$ cat config.mk
export PLATFORM = sky130hd
export DESIGN_NAME = fill_r_collector
export DESIGN_NICKNAME = d
export VERILOG_FILES = /design/src/rtl/fill_r_collector_pkg.sv /design/src/rtl/fill_tid_queue.sv /design/src/rtl/fill_r_collector.sv
export SDC_FILE = /design/constraint.sdc
export NUM_CORES = 1
export LEC_CHECK = 0
export ABC_AREA = 1
export CAP_MARGIN = 10
export CORE_AREA = 8 8 299 301
export CTS_CLUSTER_SIZE = 25
export DETAILED_ROUTE_END_ITERATION = 8
export DIE_AREA = 0 0 307 309
export GPL_TIMING_DRIVEN = 0
export HOLD_SLACK_MARGIN = 0.1
export SLEW_MARGIN = 20
export SYNTH_ARGS = -nofsm -noshare
export SYNTH_HDL_FRONTEND = slang
export SYNTH_HIERARCHICAL = 1
export SYNTH_SLANG_ARGS = --single-unit
$ cat constraint.sdc
create_clock -name clk -period 45.8 [get_ports clk]
set_clock_uncertainty 0.2 [all_clocks]
set_input_delay 9.16 -clock clk [delete_from_list [all_inputs] [get_ports clk]]
set_output_delay 9.16 -clock clk [all_outputs]
set_load 0.01 [all_outputs]
$ cat src/rtl/fill_r_collector_pkg.sv
// Shared constants and types for the fill R-channel collector.
package fill_r_collector_pkg;

    localparam int unsigned AXI_ID_WIDTH    = 4;
    localparam int unsigned AXI_ID          = 0;
    localparam int unsigned TID_WIDTH       = 4;
    localparam int unsigned AXI_DATA_WIDTH  = 256;
    localparam int unsigned LINE_WIDTH      = 512;
    localparam int unsigned FILL_TIDQ_DEPTH = 8;

    typedef enum logic [1:0] {
        RRESP_OKAY   = 2'b00,
        RRESP_EXOKAY = 2'b01,
        RRESP_SLVERR = 2'b10,
        RRESP_DECERR = 2'b11
    } rresp_e;

    typedef enum logic [1:0] {
        S_IDLE,
        S_COLLECT,
        S_OUT
    } state_e;

    function automatic logic resp_is_err(input logic [1:0] resp);
        return (resp == RRESP_SLVERR) || (resp == RRESP_DECERR);
    endfunction

endpackage

$ cat src/rtl/fill_tid_queue.sv
// In-order TID FIFO for outstanding fill reads; a push while full is dropped and
// flagged sticky, but a push coinciding with a pop at full is accepted.
module fill_tid_queue
    import fill_r_collector_pkg::*;
#(
    parameter int unsigned WIDTH = TID_WIDTH,
    parameter int unsigned DEPTH = FILL_TIDQ_DEPTH
) (
    input  logic             clk,
    input  logic             rst,
    input  logic             push_i,
    input  logic [WIDTH-1:0] data_i,
    input  logic             pop_i,
    output logic [WIDTH-1:0] data_o,
    output logic             full_o,
    output logic             empty_o,
    output logic             empty_next_o,
    output logic             ovf_o
);

    localparam int unsigned PTR_W = (DEPTH > 1) ? $clog2(DEPTH) : 1;
    localparam int unsigned CNT_W = PTR_W + 1;
    localparam logic [CNT_W-1:0] DEPTH_C = CNT_W'(DEPTH);

    logic [WIDTH-1:0] mem_q [DEPTH];
    logic [PTR_W-1:0] wr_ptr_q, rd_ptr_q;
    logic [CNT_W-1:0] count_q, count_d;
    logic             full_q, empty_q, ovf_q;
    logic             do_push, do_pop;

    assign do_pop  = pop_i && !empty_q;
    assign do_push = push_i && (!full_q || do_pop);

    always_comb begin
        count_d = count_q;
        if (do_push && !do_pop) begin
            count_d = count_q + CNT_W'(1);
        end else if (!do_push && do_pop) begin
            count_d = count_q - CNT_W'(1);
        end
    end

    always_ff @(posedge clk or posedge rst) begin
        if (rst) begin
            for (int i = 0; i < int'(DEPTH); i++) begin
                mem_q[i] <= '0;
            end
            wr_ptr_q <= '0;
            rd_ptr_q <= '0;
            count_q  <= '0;
            full_q   <= 1'b0;
            empty_q  <= 1'b1;
            ovf_q    <= 1'b0;
        end else begin
            if (do_push) begin
                mem_q[wr_ptr_q] <= data_i;
                wr_ptr_q        <= wr_ptr_q + PTR_W'(1);
            end
            if (do_pop) begin
                rd_ptr_q <= rd_ptr_q + PTR_W'(1);
            end
            if (push_i && !do_push) begin
                ovf_q <= 1'b1;
            end
            count_q <= count_d;
            full_q  <= (count_d == DEPTH_C);
            empty_q <= (count_d == '0);
        end
    end

    assign data_o       = mem_q[rd_ptr_q];
    assign full_o       = full_q;
    assign empty_o      = empty_q;
    assign empty_next_o = (count_d == '0);
    assign ovf_o        = ovf_q;

endmodule

$ cat src/rtl/fill_r_collector.sv
// Assembles AXI R beats of fill reads into cache lines tagged with the in-order TID
// captured at AR issue, and presents them on a valid/ready fill-write interface.
module fill_r_collector
    import fill_r_collector_pkg::*;
#(
    parameter int unsigned          ID_WIDTH       = AXI_ID_WIDTH,
    parameter logic [ID_WIDTH-1:0]  ID             = ID_WIDTH'(AXI_ID),
    parameter int unsigned          TID_WIDTH      = fill_r_collector_pkg::TID_WIDTH,
    parameter int unsigned          AXI_DATA_WIDTH = fill_r_collector_pkg::AXI_DATA_WIDTH,
    parameter int unsigned          LINE_WIDTH     = fill_r_collector_pkg::LINE_WIDTH,
    parameter int unsigned          TIDQ_DEPTH     = FILL_TIDQ_DEPTH
) (
    input  logic                      clk,
    input  logic                      rst,
    input  logic                      ar_fire_i,
    input  logic [TID_WIDTH-1:0]      ar_tid_i,
    output logic                      tidq_full_o,
    input  logic [ID_WIDTH-1:0]       rid_i,
    input  logic [AXI_DATA_WIDTH-1:0] rdata_i,
    input  logic [1:0]                rresp_i,
    input  logic                      rlast_i,
    input  logic                      rvalid_i,
    output logic                      rready_o,
    output logic                      fill_valid_o,
    input  logic                      fill_ready_i,
    output logic [LINE_WIDTH-1:0]     fill_data_o,
    output logic [TID_WIDTH-1:0]      fill_tid_o,
    output logic                      fill_err_o,
    output logic                      tidq_ovf_o
);

    localparam int unsigned BEATS = LINE_WIDTH / AXI_DATA_WIDTH;
    // beat_cnt counts stored beats and saturates at BEATS once the line is full.
    localparam int unsigned CNT_W = $clog2(BEATS + 1);
    localparam logic [CNT_W-1:0] BEATS_C    = CNT_W'(BEATS);
    localparam logic [CNT_W-1:0] LAST_IDX_C = CNT_W'(BEATS - 1);

    state_e                  state_q;
    logic [CNT_W-1:0]        beat_cnt_q;
    logic [LINE_WIDTH-1:0]   line_q;
    logic [TID_WIDTH-1:0]    tid_q;
    logic                    err_q;
    logic                    fill_valid_q;
    logic                    rready_q;

    logic                    beat_acc, last_acc;
    logic [TID_WIDTH-1:0]    tidq_head;
    logic                    tidq_empty, tidq_empty_next;

    assign beat_acc = rvalid_i && rready_q;
    assign last_acc = beat_acc && rlast_i;

    fill_tid_queue #(
        .WIDTH (TID_WIDTH),
        .DEPTH (TIDQ_DEPTH)
    ) u_tid_queue (
        .clk          (clk),
        .rst          (rst),
        .push_i       (ar_fire_i),
        .data_i       (ar_tid_i),
        .pop_i        (last_acc),
        .data_o       (tidq_head),
        .full_o       (tidq_full_o),
        .empty_o      (tidq_empty),
        .empty_next_o (tidq_empty_next),
        .ovf_o        (tidq_ovf_o)
    );

    always_ff @(posedge clk or posedge rst) begin
        if (rst) begin
            state_q      <= S_IDLE;
            beat_cnt_q   <= '0;
            line_q       <= '0;
            tid_q        <= '0;
            err_q        <= 1'b0;
            fill_valid_q <= 1'b0;
            rready_q     <= 1'b0;
        end else begin
            unique case (state_q)
                S_IDLE, S_COLLECT: begin
                    rready_q <= !tidq_empty_next;
                    if (beat_acc) begin
                        if (beat_cnt_q < BEATS_C) begin
                            for (int unsigned k = 0; k < BEATS; k++) begin
                                if (beat_cnt_q == CNT_W'(k)) begin
                                    line_q[k*AXI_DATA_WIDTH +: AXI_DATA_WIDTH] <= rdata_i;
                                end
                            end
                            beat_cnt_q <= beat_cnt_q + CNT_W'(1);
                        end
                        err_q <= err_q | resp_is_err(rresp_i) | (rid_i != ID)
                               | (beat_cnt_q >= BEATS_C)
                               | (rlast_i && (beat_cnt_q != LAST_IDX_C));
                        if (rlast_i) begin
                            tid_q        <= tidq_head;
                            fill_valid_q <= 1'b1;
                            rready_q     <= 1'b0;
                            state_q      <= S_OUT;
                        end else begin
                            state_q <= S_COLLECT;
                        end
                    end
                end
                S_OUT: begin
                    if (fill_ready_i) begin
                        fill_valid_q <= 1'b0;
                        beat_cnt_q   <= '0;
                        line_q       <= '0;
                        err_q        <= 1'b0;
                        rready_q     <= !tidq_empty_next;
                        state_q      <= S_IDLE;
                    end
                end
                default: state_q <= S_IDLE;
            endcase
        end
    end

    assign rready_o     = rready_q;
    assign fill_valid_o = fill_valid_q;
    assign fill_data_o  = line_q;
    assign fill_tid_o   = tid_q;
    assign fill_err_o   = err_q;

    // Head is only read on a pop, which rready guarantees is non-empty.
    logic unused_empty;
    assign unused_empty = tidq_empty;

endmodule

Word-level counts from Yosys, hierarchy flattened. Cells that the tools add are included.

Add/sub/neg operators: 5. Order comparisons: 5. Equal/unequal tests: 13. Multiplexer cells: 31. Bitwise gates (word level): 6. Reductions and logical operators: 30.

Operator list (count): $mux W512 (3); $pmux W512 S2 (1); $mux W256 (2); $bwmux W32 (1); $mux W4 (5); $bmux W4 S3 (1); $demux W4 S3 (1); $ne A2 B2 Y1 const B (6); $mux W2 (5); $reduce_and A5 Y1 (2); $logic_and A1 B1 Y1 (9); $ge A4 B4 Y1 const B (2); $not A3 Y4 (2); $pmux W2 S2 (2); $reduce_and A4 Y1 (2); $mux W1 (7); $add A3 B1 Y3 const B (2); $eq A2 B2 Y1 const B (3); $pmux W1 S2 (3); $reduce_and A3 Y1 (2); $logic_not A1 Y1 (5); $add A4 B1 Y4 const B (1); $eq A2 B1 Y1 const B (2); $eq A4 B4 Y1 const B (1); other kinds (14) (20).

Register bits after elaboration: 568. Input port bits: 272. Output and inout bits: 521. Logic and storage cells: 112.

Longest topological paths before layout.
Depth in word-level cells: 14. Mapped depth: 13. Gate-level depth less buffers: 13.

Hierarchy. The synthesis kept the hierarchy.

Modules (own cells, without submodules): fill_r_collector (instances 1, cells an instance 2837, area an instance 22864.4 sq um, seq. area each 13087.6 sq um); fill_tid_queue (instances 1, cells an instance 269, area an instance 2229.6 sq um, seq. area each 1127.3 sq um).

Least setup slack after synthesis. No wires, ideal clock.

Kind: input -> register. Start point: in rvalid_i. End point: reg rready_q (netlist: rready_o). Setup time: 0.121 ns. Data arrival time: 10.430 ns. Data required time: 45.479 ns. Setup slack: 35.050 ns. Stages: 13. Path buffers: 0. Cell sequence: nand2_1 -> nor2_1 -> nand2_4 -> nand3_4 -> nand2_1 -> nand2_1 -> nand2_1 -> inv_1 -> nand2_1 -> nor2_1 -> inv_1 -> nand2_1 -> a21oi_1.

Longest elaborated chain between the ends: 14. Elaborated cells on any way between the ends: 17. Classes of those cells: 6 x mux; 11 x reduce/logical.

RTL lines: from (decl) (RTL line fill_r_collector.sv:22) `input logic rvalid_i,`; $logic_and A1 B1 Y1 (*) (RTL line fill_r_collector.sv:50) `assign beat_acc = rvalid_i && rready_q;`; $logic_and A1 B1 Y1 (*) (RTL line fill_r_collector.sv:51) `assign last_acc = beat_acc && rlast_i;`; named net last_acc (RTL line fill_r_collector.sv:46) `logic beat_acc, last_acc;`; $logic_and A1 B1 Y1 (*) (RTL line fill_tid_queue.sv:31) `assign do_pop = pop_i && !empty_q;`; $logic_or A1 B1 Y1 (RTL line fill_tid_queue.sv:32) `assign do_push = push_i && (!full_q || do_pop);`; $logic_and A1 B1 Y1 (RTL line fill_tid_queue.sv:32); $logic_not A1 Y1 (RTL line fill_tid_queue.sv:38) `end else if (!do_push && do_pop) begin`; $logic_and A1 B1 Y1 (RTL line fill_tid_queue.sv:38); $mux W4 (RTL line fill_tid_queue.sv:38); $mux W4 (*) (RTL line fill_tid_queue.sv:36) `if (do_push && !do_pop) begin`; named net u_tid_queue.count_d[0] (RTL line fill_tid_queue.sv:27) `logic [CNT_W-1:0] count_q, count_d;`; $logic_not A4 Y1 (*) (RTL line fill_tid_queue.sv:74) `assign empty_next_o = (count_d == '0);`; named net tidq_empty_next (RTL line fill_r_collector.sv:48) `logic tidq_empty, tidq_empty_next;`; $logic_not A1 Y1 (*) (RTL line fill_r_collector.sv:81, fill_r_collector.sv:110); $mux W1 (RTL line fill_r_collector.sv:94) `if (rlast_i) begin`; $mux W1 (RTL line fill_r_collector.sv:82) `if (beat_acc) begin`; $pmux W1 S2 (*) (RTL line fill_r_collector.sv:79) `unique case (state_q)`; to (signal assigned) (RTL line fill_r_collector.sv:81) `rready_q <= !tidq_empty_next;`; to (signal assigned) (RTL line fill_r_collector.sv:110) `rready_q <= !tidq_empty_next;`; to (decl) (RTL line fill_r_collector.sv:44) `logic rready_q;`.

Mark *: on every way through the listed nets, which the timed path passes. The rest lies on a longest branch. The select of a mux whose other input is x is not followed. A chain may end at the register's enable or synchronous reset.

==> key figures <==
Setup path
  – Reg2reg start: beat_cnt_q[1]
  – Startpoint Class: input port
  – RR Endpoint: fill_data_o[180]
  – CP top delay family: buffers and inverters
  – Crit Path Category: input port to async pin
  – Cell mode on critical path: buf_16
  – Max Fanout on Critical Path: 96
  – Slowest CP cell: clkdlybuf4s50_1
  – Data arrival, critical path: about 12,000 ps
  – CP Buf/Inv Count: 6
  – Critical path's largest stage delay: roughly 540 ps
  – Critical Path RT: between 40,000 and 50,000 ps
  – Reg2reg path depth: 8
  – CP Cell Sequence: clkdlybuf4s50_1 -> inv_8 -> buf_16 -> buf_16 -> buf_16 -> buf_16
  – Flop-to-flop setup slack: around 43,000 ps
  – Crit. End Element: async pin

Clocking
  – Post-CTS setup buffers: 0
  – H-Tree Depth: 3
  – TritonCTS buffer count: a little under 70
  – CTS Hold Bufs: 0
  – Root buffer cell: clkbuf_16
  – CTS tree: built
  – Clock Latency Late Sink: approximately 610 ps
  – # clock sinks: 568
  – Post-CTS Resized: 0
  – CTS clk-pin slew, worst paths: around 60 ps
  – Clock Tree Buf Depth: 3

Status
  – Status: complete, no violations

Min path
  – Worst Hold Depth: 2
  – Min-delay worst type: register to register
  – Hold worst-path end: fill_data_o[486]
  – Hold Startpoint: fill_data_o[486]

Global routing
  – Remaining Overflow, GRT: 0
  – Number of global-route vias before repair: 23.9k
  – Antenna violations before repair: 10
  – First-pass GRT wire length: between 150,000 and 200,000 microns
  – GRT Total Usage: between 20% and 30%
  – Largest net degree at the start of global routing: slightly below 100

Synth
  – Yosys warning total: 6
  – Seq cells post-synth: ~570
  – Net Count, Synth: 3,385
  – Synthesized area: 0.0251 sq mm
  – Syn avg cell area: between 8 and 9 sq um
  – Top cells by area, synth: dfrtp_1, nand2_1, nand3_1
  – Synth unique cells: 29
  – Seq/Total Area, Yosys: a little under three fifths
  – Post-synth EDFFs: 0
  – Async set-reset flop share out of synthesis: 100%
  – Cells after Synth: slightly above 3k
  – Top cells by count, synth: nand2_1, dfrtp_1, nand3_1
  – Most frequent cell after synthesis: nand2_1
  – Largest area contributor in the netlist: dfrtp_1
  – Top FF cell, synth: dfrtp_1
  – Synth top area share: a little under three fifths

Routing
  – DRC violations left: 0
  – Antenna Nets Post-Route: 0
  – Via Count: between 20k and 25k
  – Drt total wl: around 110,000 microns
  – Drt wl/cell: around 21 microns
  – Drt first pass iters: 5
  – DRT iter0 DRCs: roughly 1.9k
  – DR vias/cell: roughly 4.6

STA
  – Maximum clock rate: between 80 and 90 MHz
  – Post-layout min period: roughly 11,000 ps
  – Max-slew violations: 0
  – Relative slew slack: a little over half
  – Unrepaired setup endpoints after global routing: no
  – Endpoints failing setup: 0
  – Final Hold Fails: 0
  – Slew @ Worst Pin: 677 ps
  – Tcrit/Tclk final: 24.5%
  – Setup_tns: 0 ps
  – Setup ws final: 34,580 ps

Pwr
  – Pwr/cell area: around 75 mW/mm^2
  – Maximum vdd drop: 37.0 uV
  – Total Power: ~2.8 mW
  – Leakage: roughly 19 nW

Cells and area
  – Final-layout fill cell count: about 8.5k
  – Nets@finish: ~4.3k
  – Layout cells sized above 1: around 8.5%
  – End-of-flow core utilization: 43.7%
  – P&R area growth vs syn: 47.4%

Floorplanning
  – # IOs: 793
  – Die Area: 0.0949 sq mm
  – Die X: about 310 microns
  – Starting Density: 29.7%
  – Die Span Y: just over 300 microns
  – Placeable Area: 0.0846 sq mm
  – Std-Cell Rows: 107

Placed design
  – Detailed placement HPWL: slightly above 80,000 microns
  – Final GP Congestion: 0.910
  – Port bufs: 791
  – Worst slack, placed: between 30,000 and 40,000 ps

Flow run
  – Max Cap Viol: 0
[logic make-up after synthesis]
| kind of cell | Yosys count | synth area share (%) |
|---|---|---|
| AO/OA/AOI/OAI | 68 | 1.40 |
| XOR/XNOR | 5 | 0.175 |
| adder cells (fa/ha/maj) | 7 | 0.349 |
| buffers and inverters | 495 | 8.92 |
| flip-flops | 568 | 56.6 |
| AND/OR/NAND/NOR | 1963 | 32.5 |
[flip-flops by register name, summed over array words and instances, names as in the netlist, 2 cells and up]
register	flops
u_tid_queue/rd_ptr_q	3
fill_data_o	512
state_q	2
u_tid_queue/mem_q	32
u_tid_queue/count_q	4
beat_cnt_q	2
fill_tid_o	4
u_tid_queue/wr_ptr_q	3
[worst min-delay path, delay by kind of cell, from the launching register on]
kind / cells / cell delay (ps)
flops: 1 / 340
simple gates: 2 / 90
[final cells by class]
type | count | area (sq um) | share of cell area (%)
Sequential cell | 568 | 14200 | 38.4
Multi-Input combinational cell | 2043 | 8640 | 23.4
Timing Repair Buffer | 798 | 8100 | 21.9
Clock buffer | 100 | 2070 | 5.59
Tap cell | 1144 | 1430 | 3.87
Buffer | 203 | 1140 | 3.08
Inverter | 292 | 1110 | 2.99
Clock inverter | 22 | 265 | 0.717
Antenna cell | 6 | 15.0 | 0.0406
[layout by cell type, fill, tap and decap left out, types with 16 or more instances in the layout]
cell type,count
nand3_1,527
clkdlybuf4s50_1,791
dfrtp_1,567
clkbuf_16,72
o21ai_1,36
nor2_1,296
buf_4,46
buf_2,151
o21ai_0,26
inv_1,287
clkbuf_8,16
nand2_1,1119
[metal layers]
layer	track usage (%)	wire, microns	vias to the layer above
met2	37.7	52900	829
met5	0	0	-
met3	5.80	8340	159
met1	25.8	42000	11466
met4	7.18	3440	0
li1	-	-	11349
[per-stage QoR]
| step | hold slack [ps] | instances | area (sq um) |
|---|---|---|---|
| after floorplan | 254 | 3106 | 25100 |
| after global placement | 253 | 5041 | 34400 |
| after detailed placement | 257 | 5048 | 34600 |
| after CTS | 271 | 5170 | 37000 |
| after global routing | 280 | 5176 | 37000 |
| final | 267 | 5176 | 37000 |
[power breakdown]
group	switching (mW)	internal, mW	total [mW]
Clock	0.229	0.334	0.563
Sequential	0.140	0.735	0.875
Combinational	0.777	0.576	1.35
Total	1.15	1.64	2.79
[worst max path at each step]
stage | startpoint | to | depth (start not counted) | slack (ps)
after floorplan | rst | beat_cnt_q[0] | 1 | 21830
after global placement | rst | fill_data_o[11] | 2 | 14260
after detailed placement | rst | fill_data_o[11] | 6 | 33900
after CTS | fill_data_o[181] | fill_data_o[181] | 1 | 34500
after global routing | rst | fill_data_o[39] | 6 | 34330
final | rst | fill_data_o[84] | 6 | 34580
Power figures use the tool's default switching activity.
